[config.mk]
export PLATFORM = sky130hd
export DESIGN_NAME = pc_unit
export DESIGN_NICKNAME = d
export VERILOG_FILES = /design/src/rtl/pc_pkg.sv /design/src/rtl/pc_align_chk.sv /design/src/rtl/pc_unit.sv
export SDC_FILE = /design/constraint.sdc
export NUM_CORES = 1
export LEC_CHECK = 0
export ABC_AREA = 1
export CAP_MARGIN = 20
export CORE_MARGIN = 3
export CORE_UTILIZATION = 48
export DETAILED_ROUTE_END_ITERATION = 12
export PLACE_DENSITY = 0.81
export RECOVER_POWER = 50
export SYNTH_ARGS = -nofsm -noshare
export SYNTH_HDL_FRONTEND = slang
export SYNTH_SLANG_ARGS = --single-unit
[constraint.sdc]
create_clock -name clk -period 2.1 [get_ports clk]
set_input_delay 0.63 -clock clk [delete_from_list [all_inputs] [get_ports clk]]
set_output_delay 0.63 -clock clk [all_outputs]
set_load 0.02 [all_outputs]
[src/rtl/pc_pkg.sv]
// pc_pkg: shared PC state enum, increments and redirect alignment mask (mask set by PC_COMPRESSED_EN)
package pc_pkg;
  typedef enum logic [1:0] {BOOT, RUN, FAULT} pc_state_t;
  localparam int PC_INC_WORD = 4;
  localparam int PC_INC_HALF = 2;
`ifdef PC_COMPRESSED_EN
  localparam logic [1:0] PC_ALIGN_MASK = 2'b01;
`else
  localparam logic [1:0] PC_ALIGN_MASK = 2'b11;
`endif
endpackage

[src/rtl/pc_align_chk.sv]
// pc_align_chk: combinational misalignment detect; target in, misaligned out (mask from pc_pkg, PC_COMPRESSED_EN)
module pc_align_chk
  import pc_pkg::*;
#(
  parameter int ADDRESS = 32
) (
  input  logic [ADDRESS-1:0] target,
  output logic               misaligned
);
  assign misaligned = |(target[1:0] & PC_ALIGN_MASK);
endmodule

[src/rtl/pc_unit.sv]
// pc_unit: fetch PC advancing on accepted handshake with redirect/trap priority and misaligned-redirect FAULT; ports clk rst stall fetch_ready fetch_valid address_out redirect_valid/target trap_valid/vector misaligned fault_addr fetch_count, plus fetch_compressed when PC_COMPRESSED_EN
module pc_unit
  import pc_pkg::*;
#(
  parameter int                ADDRESS      = 32,
  parameter logic [ADDRESS-1:0] RESET_VECTOR = '0,
  parameter int                COUNT_W      = 32
) (
  input  logic               clk,
  input  logic               rst,
  input  logic               stall,
  input  logic               fetch_ready,
  output logic               fetch_valid,
  output logic [ADDRESS-1:0] address_out,
  input  logic               redirect_valid,
  input  logic [ADDRESS-1:0] redirect_target,
  input  logic               trap_valid,
  input  logic [ADDRESS-1:0] trap_vector,
  output logic               misaligned,
`ifdef PC_COMPRESSED_EN
  input  logic               fetch_compressed,
`endif
  output logic [ADDRESS-1:0] fault_addr,
  output logic [COUNT_W-1:0] fetch_count
);
  pc_state_t state_q, state_d;
  logic [ADDRESS-1:0] pc_q, pc_d, fault_addr_q, fault_addr_d, inc;
  logic [COUNT_W-1:0] count_q, count_d;
  logic bad_target, accept;
  pc_align_chk #(.ADDRESS(ADDRESS)) u_align (.target(redirect_target), .misaligned(bad_target));
`ifdef PC_COMPRESSED_EN
  assign inc = fetch_compressed ? ADDRESS'(PC_INC_HALF) : ADDRESS'(PC_INC_WORD);
`else
  assign inc = ADDRESS'(PC_INC_WORD);
`endif
  assign fetch_valid = (state_q == RUN) && !stall;
  assign accept      = fetch_valid && fetch_ready;
  assign address_out = pc_q;
  assign misaligned  = state_q == FAULT;
  assign fault_addr  = fault_addr_q;
  assign fetch_count = count_q;
  always_comb begin
    state_d      = state_q;
    pc_d         = pc_q;
    fault_addr_d = fault_addr_q;
    count_d      = count_q;
    if (trap_valid) begin
      pc_d    = {trap_vector[ADDRESS-1:2], 2'b00};
      state_d = RUN;
    end else if (state_q == BOOT) begin
      state_d = RUN;
    end else if (redirect_valid && state_q == RUN) begin
      state_d      = bad_target ? FAULT : RUN;
      fault_addr_d = bad_target ? redirect_target : fault_addr_q;
      pc_d         = bad_target ? pc_q : redirect_target;
    end else if (accept) begin
      pc_d    = pc_q + inc;
      count_d = count_q + COUNT_W'(1);
    end
  end
  always_ff @(posedge clk) begin
    if (rst) begin
      state_q      <= BOOT;
      pc_q         <= RESET_VECTOR;
      fault_addr_q <= '0;
      count_q      <= '0;
    end else begin
      state_q      <= state_d;
      pc_q         <= pc_d;
      fault_addr_q <= fault_addr_d;
      count_q      <= count_d;
    end
  end
endmodule

======== After elaboration in Yosys (flattened, before gate mapping) ========
Cells that the tools add are included.
operators by class
  add/subtract/negate cells ............... 2
  equality and inequality tests ........... 5
  muxes and demuxes ....................... 9
  bitwise gates (word level) .............. 3
  reductions and logical operators ........ 15
operator list
  kind                                                             number
  32-bit two-way mux                                               5
  32-bit by 1-bit adder with 32-bit output, second input constant  1
  32-bit by 3-bit adder with 32-bit output, second input constant  1
  4-bit AND reduction                                              2
  3-bit AND reduction                                              2
  3-bit nonzero test                                               2
  2-bit != test, second input constant                             2
  2-bit OR reduction                                               2
  1-bit logical AND                                                3
  1-bit two-way mux                                                3
  3-bit != test, second input constant                             1
  1-bit inverter                                                   3
  3-bit OR reduction                                               1
  2-bit by 1-bit == test with 1-bit output, second input constant  1
  2-bit == test, second input constant                             1
  2-bit zero test                                                  1
  2-bit two-way mux                                                1
  2-bit nonzero test                                               1
  1-bit zero test                                                  1
storage, ports and cells
  flip-flop bits (word level) ............. 98
  output and inout port bits .............. 98

======== Logic depth before layout (Yosys ltp) ========
Gate-level depths: netlist (run 1).
  depth after elaboration ................. 7
  depth in mapped cells ................... 11
  mapped depth without buffers ............ 10

======== Hierarchy ========
A second synthesis (run 1) with hierarchy kept.
unflattened totals
  cell total of the unflattened synthesis .. 940
  area total of the unflattened synthesis .. 5720.5 um^2
by module, submodules not included
  module        instances  cells an instance  area each (um^2)
  pc_unit       1          937                5709.2
  pc_align_chk  1          3                  11.3

======== Worst setup path before layout (run 1) ========
No wires, ideal clock.
  path type ............................... flip-flop to flip-flop
  start ................................... register pc_q[2], in the netlist address_out[2]
  end ..................................... register pc_q[28], in the netlist address_out[28]
  library setup time ...................... 0.132 ns
  arrival ................................. 1.525 ns
  data required time ...................... 1.968 ns
  slack ................................... 0.443 ns
  stages on the path, launching flop included .. 11
  path buffers ............................ 0
  clock period less this slack ............ 1.657 ns
  cell sequence ........................... dfxtp_1 -> ha_1 -> nand2_1 -> nor2_1 -> nand2_1 -> nor2_1 -> nand2_1 -> nand2_1 -> nand3_1 -> nand2_1 -> a21oi_1
between the ends
  longest elaborated chain between the ends .. 5
RTL lines
  item                                      line           source
  start: declaration                        pc_unit.sv:27  logic [ADDRESS-1:0] pc_q, pc_d, fault_addr_q, fault_addr_d, inc;
  start signal: assignment                  pc_unit.sv:69  pc_q <= pc_d;
  32-bit by 3-bit adder with 32-bit output  pc_unit.sv:57  pc_d = pc_q + inc;
  32-bit two-way mux                        pc_unit.sv:56  end else if (accept) begin
  32-bit two-way mux                        pc_unit.sv:52  end else if (redirect_valid && state_q == RUN) begin
  32-bit two-way mux                        pc_unit.sv:50  end else if (state_q == BOOT) begin
  32-bit two-way mux                        pc_unit.sv:47  if (trap_valid) begin
Every way passes these cells. The select of a mux whose other input is x is not followed.
A chain may end at the register's enable or synchronous reset.

======== Final worst setup path (run 1) ========
  start ................................... register pc_q[10], in the netlist address_out[10]
  end ..................................... output port address_out[10]
RTL lines
  item              line           source
  end: declaration  pc_unit.sv:14  output logic [ADDRESS-1:0] address_out,
No word-level cell between the ends.

==> impl_metrics.py, run 1 <==
metrics = {
    "run_status": {
        "status": "complete, no violations",
    },
    "clock_tree": {
        "clock-root-buffer": "clkbuf_16",
        "cts_tree": "done",
        "clock_latency_ns": 0.36,
        "h-tree-depth": 3,
        "path_clk_slew_ns": 0.07,
        "clockBufferDepth": 2,
        "post_cts_buffers": 0,
        "cts_buffers": 9,
        "cts_sinks": 98,
    },
    "worst_setup_path": {
        "slowest_delay_ns": 0.65,
        "crit_buf_inv": 1,
        "crit_family": "buffers and inverters",
        "cp_slowest_cell": "clkdlybuf4s50_1",
        "crit_required_ns": 1.47,
        "critPathKind": "flip-flop to output port",
        "cp_data_arrival_time_ns": 1.43,
        "start_kind": "flip-flop",
        "end_kind": "output port",
        "crit_fanout": 6,
        "path_cells": "clkdlybuf4s50_1",
    },
    "die": {
        "coreArea_um2": 11100,
        "initial_core_util_pct": 50.4,
        "dieArea_um2": 13000,
        "die_w_um": 114,
        "rows": 38,
        "num_io_pins": 168,
        "fp.dieH_um": 114,
    },
    "grt": {
        "grt_pass1_wl_mm": 29.5,
        "grt_antenna_before_repair": 0,
        "grt_pass1_vias": 6069,
        "gr-total-overflow": 0,
        "grt_max_degree": 57,
        "grt_usage_pct": 28.0,
    },
    "synthesis": {
        "synth_top_area_cell": "dfxtp_1",
        "yosysWarnings": 0,
        "synth_nets": 988,
        "syn_inst": 916,
        "synthesis.area_um2": 5610,
        "synth_top_cell_area_share_pct": 35.0,
        "ys_top_cells_by_area": "dfxtp_1, nand2_1, nor2_1",
        "ys_seq_area_share_pct": 35.0,
        "syn_avg_cell_area_um2": 6.13,
        "synth_seq_cells": 98,
        "synthDistinctLibCells": 31,
    },
    "finish": {
        "fin_area_um2": 7690,
        "layout.nets": 1166,
        "utilization_pct": 69.1,
        "final_common_cell": "nand2_1",
        "final_cell_mix": "nand2_1, nor2_1, clkdlybuf4s50_1",
        "drive_gt1_share_pct": 6.55,
        "fillerInstances": 1024,
        "area_growth_pct": 37.1,
        "n_antenna_cell": 0,
    },
    "power": {
        "power_density_nw_per_um2": 564,
        "finalPower_mw": 4.34,
        "p_leak_nw": 3.00,
        "ir_drop_uv": 596,
    },
    "drt": {
        "num_vias": 6550,
        "ant_nets": 0,
        "vias_per_cell": 5.29,
        "drt_iter0_drc": 491,
        "wl_per_cell_um": 14.7,
        "route.detailed.drc": 0,
        "drt-pass1-iter-count": 5,
        "drt_wl_total_mm": 18.2,
    },
    "sta": {
        "period_needed_ns": 2.06,
        "tns_ns": 0,
        "worst_pin_slew_ns": 0.655,
        "min_period_over_period_pct": 97.9,
        "fmax_mhz": 486,
        "rsz0062_at_grt": "no",
        "fin_skew_ns": 0.00810,
        "timing_hold_violations_final": 0,
        "slew_headroom_pct": 56.3,
        "drv_slew": 0,
        "setup_viol": 0,
    },
    "placed_design": {
        "place_area_um2": 7590,
        "portBuffers": 165,
        "dp_hpwl_mm": 13.8,
        "place_congestion": 0.934,
    },
    "hold_path": {
        "min_path_type": "flip-flop to flip-flop",
    },
    "flow_run": {
        "drv_cap": 0,
    },
}
## registers in the layout, summed over array words and instances, names as in the netlist, named ones only
name	flops
state_q	2
fetch_count	32
address_out	30
fault_addr	32
## stage by stage
step           hold slack (ns)  setup slack, ns  instances
6_report                 0.433           0.0434       1239
5_1_grt                  0.455          0.00283       1239
4_1_cts                  0.437          0.00655       1239
3_5_place_dp             0.425           -0.285       1223
3_3_place_gp             0.426           -0.289       1223
2_1_floorplan            0.456            0.443        916
## cells by family after synthesis
| kind of cell | Yosys count | synth area share, % |
|---|---|---|
| compound gates | 144 | 14.0 |
| xor+xnor | 14 | 2.18 |
| fa+ha+maj | 2 | 0.446 |
| buf+inv | 97 | 7.45 |
| flops | 98 | 35.0 |
| simple gates | 561 | 40.9 |
## area by class of cell
type / count / area (um2) / share of cell area, %
inverters: 62 / 233 / 3.03
well taps: 140 / 175 / 2.28
clock inverters: 7 / 67.6 / 0.878
multi-input cells: 721 / 3230 / 42.0
repair buffers: 202 / 1800 / 23.4
flip-flops and latches: 98 / 1960 / 25.5
clock buffers: 9 / 225 / 2.93
## report_power, final
part | switching (mW) | internal [mW]
Sequential | 0.0682 | 1.91
Combinational | 0.364 | 0.318
Clock | 0.830 | 0.843
Total | 1.26 | 3.07
## synthesized netlist by cell type
| master | instances |
|---|---|
| clkbuf_1 | 17 |
| dfxtp_1 | 98 |
| nor3_1 | 4 |
| xor2_1 | 10 |
| nand3_1 | 45 |
| a21oi_1 | 64 |
| nand2_2 | 2 |
| ha_1 | 2 |
| a31oi_1 | 2 |
| buf_4 | 5 |
| nand2_4 | 2 |
| nor2_2 | 8 |
| inv_2 | 4 |
| xnor2_1 | 4 |
| inv_1 | 58 |
| buf_2 | 10 |
| buf_6 | 3 |
| a22oi_1 | 21 |
| nand4_1 | 6 |
| and3_1 | 1 |
| nand3b_1 | 15 |
| nand3_2 | 1 |
| nand2_1 | 275 |
| a211oi_1 | 2 |
| o21ai_1 | 1 |
| nor2_4 | 1 |
| o211ai_1 | 1 |
| o21ai_0 | 52 |
| nor2_1 | 200 |
| a21oi_2 | 1 |
| and2_1 | 1 |
## worst paths after layout
kind                    from  slack (ns)         endpoint  cells past startpoint
max          address_out[10]        0.04  address_out[10]                      1
min                flip-flop        0.43        flip-flop                      2
max reg2reg   address_out[2]        0.27  address_out[20]                     10
min reg2reg        flip-flop        0.43        flip-flop                      2
## per-layer routing
metal  track usage (%)  vias to the layer above  wire length (um)
li1                  -                     3304                 -
met1              38.2                     2969              7970
met2              45.3                      254              8410
met3              4.65                       23              1460
met4              9.34                        0               358
met5                 0                        -                 0
## repair_timing
action / in CTS / in global routing
gates resized for setup: 10 / 28
hold buffers: 0 / 0
setup endpoints to repair: 9 / 28
Note: power is estimated with default switching activity, not from simulation.
==> inputs of run 2 (changes only) <==
--- a/config.mk
+++ b/config.mk
@@ -8,9 +8,10 @@
 export ABC_AREA = 1
 export CAP_MARGIN = 20
 export CORE_MARGIN = 3
-export CORE_UTILIZATION = 48
+export CORE_UTILIZATION = 49
+export CTS_BUF_LIST = sky130_fd_sc_hd__clkbuf_8
 export DETAILED_ROUTE_END_ITERATION = 12
-export PLACE_DENSITY = 0.81
+export PLACE_DENSITY = 0.83
 export RECOVER_POWER = 50
 export SYNTH_ARGS = -nofsm -noshare
 export SYNTH_HDL_FRONTEND = slang
==> impl_metrics.py, run 2 (synthesis gave the netlist of run 1 again) <==
metrics = {
    "die": {
        "die_w_um": 113,
        "dieArea_um2": 12800,
        "num_io_pins": 168,
        "coreArea_um2": 11000,
        "rows": 38,
        "initial_core_util_pct": 50.9,
        "fp.dieH_um": 113,
    },
    "sta": {
        "slew_headroom_pct": 56.2,
        "rsz0062_at_grt": "no",
        "timing_hold_violations_final": 0,
        "period_needed_ns": 2.04,
        "min_period_over_period_pct": 97.2,
        "worst_pin_slew_ns": 0.657,
        "tns_ns": 0,
        "fmax_mhz": 490,
        "fin_skew_ns": 0.0117,
        "setup_viol": 0,
        "drv_slew": 0,
    },
    "drt": {
        "wl_per_cell_um": 14.6,
        "route.detailed.drc": 0,
        "drt_wl_total_mm": 18.3,
        "drt-pass1-iter-count": 6,
        "vias_per_cell": 5.27,
        "num_vias": 6579,
        "drt_iter0_drc": 573,
        "ant_nets": 0,
    },
    "finish": {
        "n_antenna_cell": 0,
        "fin_cells": 1248,
        "area_growth_pct": 37.1,
        "regArea_um2": 1960,
        "fin_area_um2": 7700,
        "final_common_cell": "nand2_1",
        "multi_input_area_um2": 3230,
        "drive_gt1_share_pct": 7.04,
        "layout.nets": 1175,
        "final_cell_mix": "nand2_1, nor2_1, clkdlybuf4s50_1",
        "fillerInstances": 1045,
        "utilization_pct": 69.8,
    },
    "worst_setup_path": {
        "cp_data_arrival_time_ns": 1.41,
        "start_kind": "flip-flop",
        "crit_buf_inv": 1,
        "rr_worst_depth": 10,
        "cp_slowest_cell": "clkdlybuf4s50_1",
        "r2r_end": "address_out[20]",
        "crit_fanout": 5,
        "slowest_delay_ns": 0.62,
        "crit_family": "buffers and inverters",
        "critPathKind": "flip-flop to output port",
        "end_kind": "output port",
        "crit_required_ns": 1.47,
        "cp.depth": 1,
        "path_cells": "clkdlybuf4s50_1",
        "r2r_setup_slack_ns": 0.22,
        "r2r_start": "address_out[2]",
    },
    "clock_tree": {
        "h-tree-depth": 3,
        "clock_latency_ns": 0.39,
        "cts_buffers": 9,
        "post_cts_buffers": 0,
        "cts_tree": "done",
        "clock-root-buffer": "clkbuf_8",
        "cts.repair.resized": 44,
        "hold_buffers": 0,
        "clockBufferDepth": 2,
        "cts_sinks": 98,
        "path_clk_slew_ns": 0.11,
    },
    "power": {
        "p_leak_nw": 3.10,
        "power_density_nw_per_um2": 510,
        "finalPower_mw": 3.93,
        "ir_drop_uv": 491,
    },
    "hold_path": {
        "hold_depth": 2,
        "min_path_type": "flip-flop to flip-flop",
    },
    "grt": {
        "grt_antenna_before_repair": 0,
        "grt_pass1_vias": 5888,
        "grt_max_degree": 57,
        "gr-total-overflow": 0,
        "grt_usage_pct": 28.1,
        "grt_pass1_wl_mm": 29.0,
    },
    "placed_design": {
        "place_area_um2": 7660,
        "portBuffers": 165,
        "place_congestion": 0.936,
        "dpl.cell_count": 1232,
        "dp_hpwl_mm": 13.9,
    },
    "flow_run": {
        "drv_cap": 0,
    },
    "run_status": {
        "status": "complete, no violations",
    },
}
-- run 2: changes by cell type in the layout (fill, tap and decap cells not counted), moves of 2 or more --
| cell | change |
|---|---|
| dlygate4sd2_1 | +34 |
| dlygate4sd3_1 | -19 |
| buf_4 | +5 |
| clkbuf_2 | +2 |
| clkbuf_8 | +10 |
| clkbuf_16 | -9 |
| inv_8 | -3 |
| clkbuf_1 | -15 |
| nor2_1 | +2 |
| clkdlybuf4s50_1 | +2 |
| nor2_2 | -2 |
-- run 2: where the power goes --
part / total [mW] / internal (mW) / leakage [nW] / switching, mW
logic: 0.697 / 0.332 / 2.21 / 0.365
registers: 1.98 / 1.91 / 0.797 / 0.0673
clock network: 1.25 / 0.489 / 0.0966 / 0.761
-- run 2: worst max path at each step --
stage | startpoint | endpoint
2_1_floorplan | address_out[2] | address_out[28]
3_3_place_gp | stall | fetch_valid
3_5_place_dp | stall | fetch_valid
4_1_cts | address_out[19] | address_out[19]
5_1_grt | fetch_count[28] | fetch_count[28]
6_report | fetch_count[28] | fetch_count[28]
-- run 2: routing by layer --
layer	vias up	track usage (%)	part of all wire, %
li1	3310	-	-
met1	2970	35.9	42
met2	265	48.1	48
met3	34	6.15	7.5
met4	0	7.29	2.0
met5	-	0	0
-- run 2: area by class of cell --
| class | count | share of cell area (%) |
|---|---|---|
| repair buffers | 211 | 24.7 |
| well taps | 140 | 2.28 |
| inverters | 62 | 3.02 |
| flip-flops and latches | 98 | 25.5 |
| clock inverters | 6 | 0.764 |
| clock buffers | 10 | 1.79 |
| multi-input cells | 721 | 41.9 |
-- run 2: per-stage QoR --
| stage | worst slack [ns] | hold slack, ns |
|---|---|---|
| 6_report | 0.0579 | 0.436 |
| 5_1_grt | 0.00153 | 0.456 |
| 4_1_cts | 0.00290 | 0.441 |
| 3_5_place_dp | -0.279 | 0.425 |
| 3_3_place_gp | -0.282 | 0.418 |
| 2_1_floorplan | 0.443 | 0.456 |
==> inputs of run 3 (changes only) <==
--- a/config.mk
+++ b/config.mk
@@ -11,6 +11,7 @@
 export CORE_UTILIZATION = 49
 export CTS_BUF_LIST = sky130_fd_sc_hd__clkbuf_8
 export DETAILED_ROUTE_END_ITERATION = 12
+export HOLD_SLACK_MARGIN = 0.15
 export PLACE_DENSITY = 0.83
 export RECOVER_POWER = 50
 export SYNTH_ARGS = -nofsm -noshare
==> results of run 3 <==
The final DEF is identical to that of run 2; final timing and power are the same.
